**src/rtl/multi_channel_csa_accumulator.sv**
```systemverilog
// Multi-channel carry-save accumulator. Each channel keeps a redundant (sum, carry)
// pair; a terminate resolves one channel through a chunked carry-propagate adder,
// publishes the result and clears that channel.
module multi_channel_csa_accumulator #(
  parameter int unsigned INPUT_LENGTH  = 16,
  parameter int unsigned OUTPUT_LENGTH = 32,
  parameter int unsigned NUM_CHANNELS  = 4,
  parameter int unsigned ADD_WIDTH     = 8,
  parameter int unsigned SIGNED        = 0,
  localparam int unsigned CH_W         = $clog2(NUM_CHANNELS)
) (
  input  logic                     iClk,
  input  logic                     iRst,
  input  logic                     iAccumulate,
  input  logic                     iTerminate,
  input  logic [CH_W-1:0]          iChannel,
  input  logic [INPUT_LENGTH-1:0]  iA,
  output logic                     oReady,
  output logic [OUTPUT_LENGTH-1:0] oRes,
  output logic [CH_W-1:0]          oChannel,
  output logic                     oDone
);

  localparam int unsigned NUM_CHUNKS = OUTPUT_LENGTH / ADD_WIDTH;
  localparam int unsigned CNT_W      = (NUM_CHUNKS > 1) ? $clog2(NUM_CHUNKS) : 1;
  localparam int unsigned AW1        = ADD_WIDTH + 1;

  typedef enum logic [1:0] {StIdle, StAcc, StResolve, StDone} state_e;

  state_e                   r_state, w_state_next;
  logic [OUTPUT_LENGTH-1:0] r_sum   [NUM_CHANNELS];
  logic [OUTPUT_LENGTH-1:0] r_carry [NUM_CHANNELS];
  logic [CH_W-1:0]          r_ch;
  logic [OUTPUT_LENGTH-1:0] r_a;
  logic [CNT_W-1:0]         r_chunk;
  logic                     r_cin;
  logic [OUTPUT_LENGTH-1:0] r_stage;
  logic [OUTPUT_LENGTH-1:0] r_res;
  logic [CH_W-1:0]          r_och;

  logic [OUTPUT_LENGTH-1:0] w_a_ext;
  logic                     w_ch_ok;
  logic                     w_last;
  logic [OUTPUT_LENGTH-1:0] w_sum_sel, w_carry_sel;
  logic [ADD_WIDTH-1:0]     w_s_chunk, w_c_chunk;
  logic [AW1-1:0]           w_add;
  logic [OUTPUT_LENGTH-1:0] w_stage_next;

  if (OUTPUT_LENGTH > INPUT_LENGTH) begin : g_ext
    assign w_a_ext = (SIGNED != 0) ?
        {{(OUTPUT_LENGTH-INPUT_LENGTH){iA[INPUT_LENGTH-1]}}, iA} :
        {{(OUTPUT_LENGTH-INPUT_LENGTH){1'b0}}, iA};
  end else begin : g_noext
    assign w_a_ext = iA;
  end

  assign w_ch_ok     = (32'(iChannel) < NUM_CHANNELS);
  assign w_last      = (r_chunk == CNT_W'(NUM_CHUNKS - 1));
  assign w_sum_sel   = r_sum[r_ch];
  assign w_carry_sel = r_carry[r_ch];

  // Pick the current chunk of the selected channel and add it with the running carry.
  always_comb begin
    w_s_chunk    = '0;
    w_c_chunk    = '0;
    w_stage_next = r_stage;
    for (int k = 0; k < int'(NUM_CHUNKS); k++) begin
      if (r_chunk == CNT_W'(k)) begin
        w_s_chunk = w_sum_sel[k*ADD_WIDTH +: ADD_WIDTH];
        w_c_chunk = w_carry_sel[k*ADD_WIDTH +: ADD_WIDTH];
      end
    end
    w_add = AW1'(w_s_chunk) + AW1'(w_c_chunk) + AW1'(r_cin);
    for (int k = 0; k < int'(NUM_CHUNKS); k++) begin
      if (r_chunk == CNT_W'(k)) begin
        w_stage_next[k*ADD_WIDTH +: ADD_WIDTH] = w_add[ADD_WIDTH-1:0];
      end
    end
  end

  // State register.
  always_ff @(posedge iClk or posedge iRst) begin
    if (iRst) r_state <= StIdle;
    else      r_state <= w_state_next;
  end

  // Next-state decode; terminate wins over accumulate, bad channel indices are ignored.
  always_comb begin
    w_state_next = r_state;
    case (r_state)
      StIdle: begin
        if (iTerminate && w_ch_ok)       w_state_next = StResolve;
        else if (iAccumulate && w_ch_ok) w_state_next = StAcc;
      end
      StAcc:     w_state_next = StIdle;
      StResolve: if (w_last) w_state_next = StDone;
      StDone:    w_state_next = StIdle;
      default:   w_state_next = StIdle;
    endcase
  end

  // Request latching and chunked resolve datapath.
  always_ff @(posedge iClk or posedge iRst) begin
    if (iRst) begin
      r_ch    <= '0;
      r_a     <= '0;
      r_chunk <= '0;
      r_cin   <= 1'b0;
      r_stage <= '0;
      r_res   <= '0;
      r_och   <= '0;
    end else begin
      case (r_state)
        StIdle: begin
          r_chunk <= '0;
          r_cin   <= 1'b0;
          if (w_ch_ok && (iTerminate || iAccumulate)) r_ch <= iChannel;
          if (w_ch_ok && !iTerminate && iAccumulate)  r_a  <= w_a_ext;
        end
        StResolve: begin
          r_stage <= w_stage_next;
          r_cin   <= w_add[ADD_WIDTH];
          r_chunk <= r_chunk + CNT_W'(1);
          // Publish on the last chunk so oRes is already valid while oDone is high.
          if (w_last) begin
            r_res <= w_stage_next;
            r_och <= r_ch;
          end
        end
        default: ;
      endcase
    end
  end

  // Per-channel carry-save update on ACC, clear on DONE; other channels hold.
  always_ff @(posedge iClk or posedge iRst) begin
    if (iRst) begin
      for (int c = 0; c < int'(NUM_CHANNELS); c++) begin
        r_sum[c]   <= '0;
        r_carry[c] <= '0;
      end
    end else begin
      for (int c = 0; c < int'(NUM_CHANNELS); c++) begin
        if (r_ch == CH_W'(c)) begin
          if (r_state == StAcc) begin
            r_sum[c]   <= w_sum_sel ^ w_carry_sel ^ r_a;
            r_carry[c] <= ((w_sum_sel & w_carry_sel) | (w_sum_sel & r_a) |
                           (w_carry_sel & r_a)) << 1;
          end else if (r_state == StDone) begin
            r_sum[c]   <= '0;
            r_carry[c] <= '0;
          end
        end
      end
    end
  end

  assign oReady   = (r_state == StIdle);
  assign oDone    = (r_state == StDone);
  assign oRes     = r_res;
  assign oChannel = r_och;

endmodule

```
**config.mk**
```make
export PLATFORM = sky130hd
export DESIGN_NAME = multi_channel_csa_accumulator
export DESIGN_NICKNAME = d
export VERILOG_FILES = /design/src/rtl/multi_channel_csa_accumulator.sv
export SDC_FILE = /design/constraint.sdc
export NUM_CORES = 1
export LEC_CHECK = 0
export ABC_AREA = 1
export CAP_MARGIN = 20
export CELL_PAD_IN_SITES_DETAIL_PLACEMENT = 0
export CELL_PAD_IN_SITES_GLOBAL_PLACEMENT = 1
export CORE_ASPECT_RATIO = 0.75
export CORE_MARGIN = 2
export CORE_UTILIZATION = 50
export DETAILED_ROUTE_END_ITERATION = 12
export HOLD_SLACK_MARGIN = 0.1
export PLACE_DENSITY_LB_ADDON = 0.1
export SETUP_SLACK_MARGIN = 0.1
export SLEW_MARGIN = 20
export SYNTH_ARGS = -nofsm -noshare
export SYNTH_HDL_FRONTEND = slang
export SYNTH_SLANG_ARGS = --single-unit
```
**constraint.sdc**
```tcl
create_clock -name iClk -period 31.6 [get_ports iClk]
set_input_delay 3.16 -clock iClk [delete_from_list [all_inputs] [get_ports iClk]]
set_output_delay 3.16 -clock iClk [all_outputs]
set_load 0.03 [all_outputs]
```
==> results of run 1 <==
## cell families after synthesis
kind of cell / count (synthesis) / share of synthesized area (%)
xor gates and xnor gates: 1 / 0.05636
and+or+nand+nor: 958 / 24.87
adders and majority gates: 44 / 4.363
DFF: 333 / 53.61
muxes: 10 / 0.7245
buffers and inverters: 193 / 5.232
AOI/OAI and AO/OA: 336 / 11.14
## power breakdown
group          switching [W]  internal, W  leakage, nW  total [W]
registers          0.0000434     0.000504         4.51   0.000547
logic               0.000446     0.000183         3.20   0.000628
clock network       0.000169     0.000228        0.540   0.000397
## final cells by class
class                           count  share of cell area [%]
Tap cell                          399                   2.869
Sequential cell                   333                   47.89
Clock buffer                       49                   5.738
Clock inverter                     10                  0.4530
Inverter                           84                   1.927
Timing Repair Buffer               76                   4.171
Multi-Input combinational cell   1349                   36.95
## sequential cells by signal, summed over array words and instances, names as in the netlist
register / cells
r_a: 16
r_chunk: 2
oChannel: 2
r_ch: 2
r_cin: 1
oRes: 32
r_carry: 124
r_sum: 128
r_stage: 24
r_state: 2
## synth_stat cells
cell	number
nand4_1	35
inv_2	7
a22oi_1	19
o22ai_1	2
inv_4	1
a21oi_1	26
buf_2	42
mux2_2	10
xnor2_1	1
nor4_1	2
nand2_1	710
and2_1	3
inv_1	76
buf_1	3
o21ai_1	62
or2_2	14
nor3b_1	1
buf_4	5
nor3_2	1
clkbuf_1	57
o21ai_0	227
or2_0	1
nor2_1	97
and3_1	1
dfrtp_1	333
nand3_1	90
fa_1	17
nor2_2	3
ha_1	27
buf_6	2
## per-stage QoR
stage	setup WS (ps)	hold slack (ps)	power (W)
finish	26600	466.3	0.001572
detailed placement	26130	457.5	0.001181
floorplan	19220	441.7	0.0009661
global placement	26120	453.8	0.001172
global route	26490	491.7	0.001683
CTS	26570	473.4	0.001581
## placed cells by master (no fill, tap or decap), types with 3 or more instances in the layout
cell type | Yosys | final
nor2_1 | 97 | 93
o21ai_0 | 227 | 227
buf_4 | 5 | 18
nand4_1 | 35 | 35
nand3_1 | 90 | 90
clkbuf_16 | 0 | 35
clkbuf_8 | 0 | 7
nand2_1 | 710 | 709
clkinv_2 | 0 | 10
or2_2 | 14 | 14
dfrtp_1 | 333 | 333
clkbuf_1 | 57 | 7
a21oi_1 | 26 | 26
mux2_2 | 10 | 10
inv_2 | 7 | 5
o21ai_1 | 62 | 62
fa_1 | 17 | 17
and2_1 | 3 | 3
inv_1 | 76 | 74
ha_1 | 27 | 27
nor2_4 | 0 | 4
a22oi_1 | 19 | 19
clkdlybuf4s50_1 | 0 | 57
nor2_2 | 3 | 3
## critical path, stage by stage (launching register included)
cell and delay (ps):
dfrtp_1 420, nor2_1 190, clkdlybuf4s50_1 700
## metal layers
metal	vias to the layer above	share of wire, %
li1	6093	-
met4	2	2.1
met2	341	43
met1	6072	49
met3	65	6.2
met5	-	0.031
## worst max-delay path by stage
| stage | start | endpoint | slack [ps] | cells past startpoint |
|---|---|---|---|---|
| 2_1_floorplan | iRst | oChannel[0] | 19220 | 1 |
| 3_3_place_gp | iRst | r_sum[106] | 26120 | 3 |
| 3_5_place_dp | iRst | oRes[13] | 26130 | 3 |
| 4_1_cts | r_state[0] | oReady | 26570 | 2 |
| 5_1_grt | r_state[0] | oReady | 26490 | 2 |
| 6_report | r_state[0] | oReady | 26600 | 2 |
==> flow_summary.json, run 1 <==
{
  "ys_seq_area_share_pct": 53.61,
  "grt_max_degree": 187,
  "fin_nets": 1945,
  "met1_usage_pct": 40.29,
  "grt_pass1_vias": 12150,
  "worst-r2r-setup-slack_ps": 27060,
  "nFillCells": 2846,
  "detail_route.iter0.violations": 1175,
  "hold_viol_final": 0,
  "fin_skew_ps": 27.92,
  "gp_congestion": 0.8252,
  "fp-row-count": 55,
  "placed_area_um2": 16320,
  "synth_cells": 1875,
  "r2r_end": "r_stage[18]",
  "vias": 12570,
  "syn_nets": 1941,
  "cp.required_ps": 28440,
  "numClockSinks": 333,
  "hold_buffers": 0,
  "finalSetupViolCount": 0,
  "die_h_um": 156.7,
  "yosysTopAreaCell": "dfrtp_1",
  "io_buffers": 57,
  "tightest_slew_ps": 1063,
  "die_w_um": 207.6,
  "yosys_warnings": 0,
  "tns_ps": 0,
  "hold-path-endpoint": "oRes[25]",
  "use_met3_pct": 4.816,
  "finalMaxSlewViolations": 0,
  "via_per_inst": 5.467,
  "multi_input_area_um2": 6430,
  "worst_setup_path_start_kind": "flip-flop",
  "dp.cells": 2241,
  "seqCellArea_um2": 8333,
  "top_usage_layer": "met1",
  "dpl.hpwl_mm": 25.38,
  "maxCapViolations": 0,
  "cts_tree": "built",
  "synth.top_cell.area_share_pct": 53.61,
  "critPathCaptureType": "output port",
  "period_share_pct": 15.84,
  "powerDensity_nw_per_um2": 90.33,
  "min_period_ps": 5005,
  "grt_usage_pct": 26.64,
  "hold_start": "oRes[25]",
  "ir_drop_uv": 53.42,
  "clkLatencyLatePin_ps": 530,
  "synthTopCellsByArea": "dfrtp_1, nand2_1, o21ai_0",
  "ant_nets": 0,
  "antenna_cells": 0,
  "grt_pass1_wl_mm": 67.98,
  "core_area_um2": 30350,
  "drive_gt1_share_pct": 5.997,
  "grt_use_met2_pct": 39.56,
  "min_path_type": "reg2reg",
  "post_synth.cell_area_avg_um2": 8.290,
  "critPathArrivalTime_ps": 1840,
  "htreeDepth": 2,
  "cp_max_fo": 5,
  "r2r-start": "r_ch[1]",
  "rsz0062_at_grt": "no",
  "ys_seq_elements": 333,
  "criticalPathCategory": "reg2out",
  "dieArea_um2": 32530,
  "fmax_mhz": 199.8,
  "post_cts_buffers": 0,
  "synth_cell_type_count": 30,
  "fin_util_pct": 57.34,
  "clock_path_buffers": 3,
  "dr.pass1.iters": 5,
  "ios": 58,
  "wl_per_cell_um": 18.25,
  "grt.overflow.total": 0,
  "outcome": "complete, no violations",
  "initial_core_util_pct": 51.22,
  "finalNonFillerCells": 2300,
  "p_leak_nw": 8.247,
  "cts.clk_slew.worst_paths_ps": 60,
  "final_area_um2": 17400,
  "reg2regPathDepth": 16,
  "drcViolationCount": 0,
  "wirelength_mm": 41.97,
  "synth_area_um2": 15540,
  "holdPathStages": 2,
  "cts-resized-gates": 0,
  "syn2layout_area_growth_pct": 11.95,
  "cts_buffers": 35,
  "antenna_found_initial": 1,
  "root_buffer": "clkbuf_16",
  "relSlewSlack_pct": 29.16
}
Power figures use the tool's default switching activity.
==> run 2, diff against run 1 <==
CORE_UTILIZATION = 47   (was 50)
clock period = 4.65 ns   (was 31.6 ns; I/O delays follow)
==> run 2 against run 1 <==
  * Setup slack worse by 26000 ps
  * Flip-flop and latch count unchanged
  * Combinational power rose to 7.0 times the previous value
  * Core utilization down 2.6 points
  * Total power rose to 7.1 times the previous value
  * Sequential share of layout area down 1.0 points
  * Clock power rose to 7.7 times the previous value
  * Global-route usage down 0.44 points
  * Register-to-register slack worse by 26000 ps
  * Sequential power rose to 6.9 times the previous value
  * Largest power group unchanged
  * First-iteration DRC count up 17%
  * Highest routed layer is now met4
  * Count of clock-buffer cells in the layout up 5
==> flow_summary.json, run 2 (synthesis results as in run 1) <==
{
  "nFillCells": 3065,
  "root_buffer": "clkbuf_16",
  "fin_util_pct": 54.78,
  "ios": 58,
  "drive_gt1_share_pct": 7.024,
  "criticalPathCategory": "reg2reg",
  "wl_per_cell_um": 18.68,
  "finalSetupViolCount": 0,
  "clkLatencyLatePin_ps": 530,
  "maxCapViolations": 0,
  "setup_ws_ps": 750.8,
  "powerDensity_nw_per_um2": 627.5,
  "cts.clk_slew.worst_paths_ps": 60,
  "largest_reg_flops": 128,
  "syn2layout_area_growth_pct": 14.37,
  "cts_tree": "built",
  "antenna_found_initial": 0,
  "hold_buffers": 0,
  "cp.required_ps": 5000,
  "die_w_um": 214.0,
  "dpl.hpwl_mm": 28.32,
  "dieArea_um2": 34560,
  "detail_route.iter0.violations": 1374,
  "antenna_cells": 0,
  "p_leak_nw": 8.408,
  "fin_hold_ws_ps": 365.4,
  "critPathCaptureType": "flip-flop",
  "worst_setup_path_start_kind": "flip-flop",
  "fp-row-count": 57,
  "top_register": "r_sum",
  "placed_area_um2": 16520,
  "outcome": "complete, no violations",
  "wirelength_mm": 44.15,
  "grt.overflow.total": 0,
  "relSlewSlack_pct": 42.21,
  "dr.pass1.iters": 6,
  "fin_nets": 1963,
  "post_cts_buffers": 0,
  "min_path_type": "in2async",
  "htreeDepth": 2,
  "ir_drop_uv": 378.6,
  "via_per_inst": 5.385,
  "finalMaxSlewViolations": 0,
  "final_common_cell": "nand2_1",
  "tightest_slew_ps": 866.9,
  "grt_usage_pct": 26.20,
  "hold_viol_final": 0,
  "period_share_pct": 83.85,
  "die_h_um": 161.5,
  "fmax_mhz": 256.5,
  "initial_core_util_pct": 47.90,
  "grt_pass1_vias": 12200,
  "cp_max_fo": 24,
  "final_area_um2": 17780,
  "numClockSinks": 333,
  "critPathArrivalTime_ps": 4250,
  "layout_common_cells": "nand2_1, dfrtp_1, o21ai_0",
  "place_ws_ps": 811.3,
  "cts-resized-gates": 0,
  "min_period_ps": 3899,
  "fin_skew_ps": 20.81,
  "grt_max_degree": 120,
  "cts_buffers": 36,
  "core_area_um2": 32450,
  "drcViolationCount": 0,
  "grt_pass1_wl_mm": 70.95,
  "rsz0062_at_grt": "no",
  "vias": 12730,
  "ant_nets": 0,
  "tns_ps": 0,
  "gp_congestion": 0.7920,
  "io_buffers": 57,
  "clock_path_buffers": 3
}
## run 2: cell types whose count changed in the layout (fill, tap and decap cells not counted), sizes merged
cell	delta
clkinvlp	+1
buf	+17
clkbuf	+5
inv	+1
bufinv	+3
clkinv	-6
## run 2: path summary, 6_finish.rpt
check	cells past startpoint	endpoint	from	slack [ps]
worst max register to register	16	r_stage[2]	r_ch[0]	750
worst min-delay path	2	r_sum[95]	iRst	370
worst min register to register	2	oRes[17]	oRes[17]	470
max in group asynchronous	3	oRes[1]	iRst	3140
worst max-delay path	16	r_stage[2]	r_ch[0]	750
min in group iClk	2	oRes[17]	oRes[17]	470
## run 2: per-stage QoR
step                      total power [W]  cells
after floorplan                  0.006566   1875
after global placement           0.008088   2301
after detailed placement         0.008143   2301
after CTS                         0.01122   2364
after global routing              0.01193   2364
final                             0.01116   2364
## run 2: where the power goes
| part | total, W | internal [W] | leakage, nW | switching, W |
|---|---|---|---|---|
| Clock | 0.00304 | 0.00186 | 0.620 | 0.00118 |
| Combinational | 0.00437 | 0.00131 | 3.28 | 0.00305 |
| Sequential | 0.00375 | 0.00342 | 4.51 | 0.000328 |
| Total | 0.0112 | 0.00659 | 8.41 | 0.00456 |
## run 2: final cells by class
type                            count  area (um2)  area share, %
Clock buffer                       54        1100          6.187
Sequential cell                   333        8333          46.88
Clock inverter                      9       156.4         0.8798
Multi-Input combinational cell   1349        6430          36.17
Tap cell                          442       553.0          3.111
Inverter                           84       326.6          1.837
Timing Repair Buffer               93       878.3          4.941
## run 2: critical path: stages, from the launching register on
cell and delay (ps):
dfrtp_1 760, inv_2 290, nor2_4 510, buf_12 270, nand2_1 70, nand4_1 100
nand2_1 70, nand4_1 110, nand2_1 110, fa_1 380, inv_1 110, fa_1 220
or2_2 120, and2_1 270, nand2_1 70, o21ai_0 120, o21ai_0 130
## run 2: routing by layer
metal	vias to the layer above	wire [um]	track usage, %
met2	380	19010	39.15
met5	-	0	0
met3	49	2712	3.748
met4	0	699	6.071
met1	6182	21730	40.34
li1	6120	-	-
==> edit: new RTL, settings of run 2 <==
The 4 states of `state_e` get a one-hot encoding in 4 bits.
--- a/src/rtl/multi_channel_csa_accumulator.sv
+++ b/src/rtl/multi_channel_csa_accumulator.sv
@@ -25,7 +25,7 @@
   localparam int unsigned CNT_W      = (NUM_CHUNKS > 1) ? $clog2(NUM_CHUNKS) : 1;
   localparam int unsigned AW1        = ADD_WIDTH + 1;
 
-  typedef enum logic [1:0] {StIdle, StAcc, StResolve, StDone} state_e;
+  typedef enum logic [3:0] {StIdle = 4'b0001, StAcc = 4'b0010, StResolve = 4'b0100, StDone = 4'b1000} state_e;
 
   state_e                   r_state, w_state_next;
   logic [OUTPUT_LENGTH-1:0] r_sum   [NUM_CHANNELS];
Check against the original RTL: no difference found for any inputs over 4 cycles, from zero or initial values and one cycle with iRst high; so few cycles prove little.
==> edit against run 2 <==
Combinational power shrank 11%; core utilization shrank 0.068 points; cell area grew 0.53%; area after synthesis grew 1.0%; hold slack gained 0.097 ns; non-clock buffer count is the same; worst setup slack lost 0.091 ns; total power shrank 3.0%; critical path depth shrank 1; sequential cell count grew 2; clock power shrank 2%; wire length grew 7.5%; die area grew 1.0%; critical endpoint is now r_stage[10].
==> edit: results (changes against run 2) <==
[route]
wl_met1_um=22700  ; +4.4%
post_drt_wl_per_cell_um=19.9  ; +6.7%
drt-pass1-iter-count=5  ; -1
routed.top_layer=met4
wl_met3_um=3360  ; +24%
first_iter_violations=1476  ; +7.4%
vias_per_cell=5.51  ; +2.3%
routed_wl_um=47500  ; +7.5%
met2_length_um=20500  ; +7.8%

[worst_setup_path]
crit_path_end=r_stage[10]
r2r_cells=15  ; -1
r2r_slack_ns=0.66  ; -0.09 ns
cp_max_fo=16  ; -33%
critPathArrivalTime_ns=4.42  ; +0.17 ns
slowest_delay_ns=0.84  ; +0.08 ns

[clock_network]
path_clk_slew_ns=0.06  ; about the same
htreeDepth=2  ; unchanged

[outcome]
status=finished clean

[synthesis]
synthAdderAreaFrac=0.0432  ; -0.000452
synth_compound_area_frac=0.111  ; -0.000835
ys_warn_count=0  ; unchanged
yosys-top-cells-area=dfrtp_1, nand2_1, o21ai_0
synth_common_cells=nand2_1, dfrtp_1, o21ai_0, nand3_1, nor2_1
synth_mux_area_frac=0  ; -0.00724
synth-seq-area-share=0.534  ; -0.00229
yosysUniqueCellTypes=35  ; +17%
syn_avg_cell_area_um2=8.30  ; about the same
synthXorXnorAreaFrac=0.00167  ; +0.00111

[timing]
tightest_slew_ns=1.03  ; +0.159 ns
skew_ns=0.0219  ; +0.00108 ns

[pwr]
p_leak_nw=8.55  ; +1.7%
powerDensity_nw_per_um2=605  ; -3.5%
p_int_mw=6.49  ; -1.6%
sequentialPower_mw=3.96  ; +5.6%
power_frac_comb=0.357  ; -0.034
vdd_ir_drop_max_mv=0.260  ; -31%

[placement]
io_buffer_count=57  ; unchanged
hpwl_um=29500  ; +4.1%
numPlacedInstances=2319  ; +0.78%
routabilityCongestion=0.892  ; +13%

[cells_and_area]
largest_register_ffs=128  ; unchanged
n_antenna_cell=0  ; unchanged
drive_gt1_frac=0.0696  ; -0.000688
nNetsFinal=1981  ; +0.92%
fillers=3127  ; +2.0%

[global_routing]
grt_max_degree=169  ; +41%
track_usage=0.281  ; +0.0191
grt_pass1_wl_um=76100  ; +7.2%
grt_pass1_vias=12700  ; +4.0%

==> edit: cell families (layout without fill, tap and decap cells) <==
| group | after synthesis | after routing |
|---|---|---|
| buf+inv | 180 | 228 |
| simple gates | 997 | 997 |
| flops | 335 | 335 |
| fa+ha+maj | 44 | 44 |
| xor+xnor | 3 | 3 |
| compound gates | 334 | 334 |
==> edit: per-stage QoR <==
step	area, µm²	TNS, ns	setup slack (ns)
floorplan	15700	-97.12	-0.291
global placement	16700	0	0.812
detailed placement	16700	0	0.656
CTS	17900	0	0.630
global route	17900	0	0.331
finish	17900	0	0.660
==> edit: how the worst min path moves through the flow <==
stage	endpoint	slack (ns)	depth (start not counted)
4_1_cts	r_a[6]	0.47	3
3_3_place_gp	r_stage[6]	0.45	2
6_report	r_carry[102]	0.46	3
3_5_place_dp	r_stage[20]	0.46	2
2_1_floorplan	r_stage[12]	0.44	2
5_1_grt	oRes[16]	0.48	2
==> edit: worst reg2reg max path: stages (launching register included) <==
cell and delay, ns:
dfrtp_1 0.84, inv_4 0.23, nor2_4 0.55, a22oi_1 0.16
nand3_1 0.17, nand2_1 0.07, nand3_1 0.07, nand2_1 0.09
fa_1 0.45, inv_1 0.12, fa_1 0.22, xor2_1 0.56
nand2_1 0.10, o21ai_0 0.13, nand2_1 0.07, o21ai_0 0.07
==> edit: layout make-up <==
cell class | instances | area (µm²) | area share
clock buffer | 55 | 1060 | 0.0595
clock inverter | 9 | 145 | 0.00812
inverter | 71 | 275 | 0.0154
multi-input combinational | 1378 | 6510 | 0.364
sequential | 335 | 8380 | 0.469
tap | 442 | 553 | 0.0309
timing repair buffer | 93 | 941 | 0.0526
==> edit: per-layer routing <==
metal	global-route usage	vias up
met5	0	-
met1	0.431	6475
met3	0.0421	61
met4	0.0680	0
li1	-	6168
met2	0.421	425
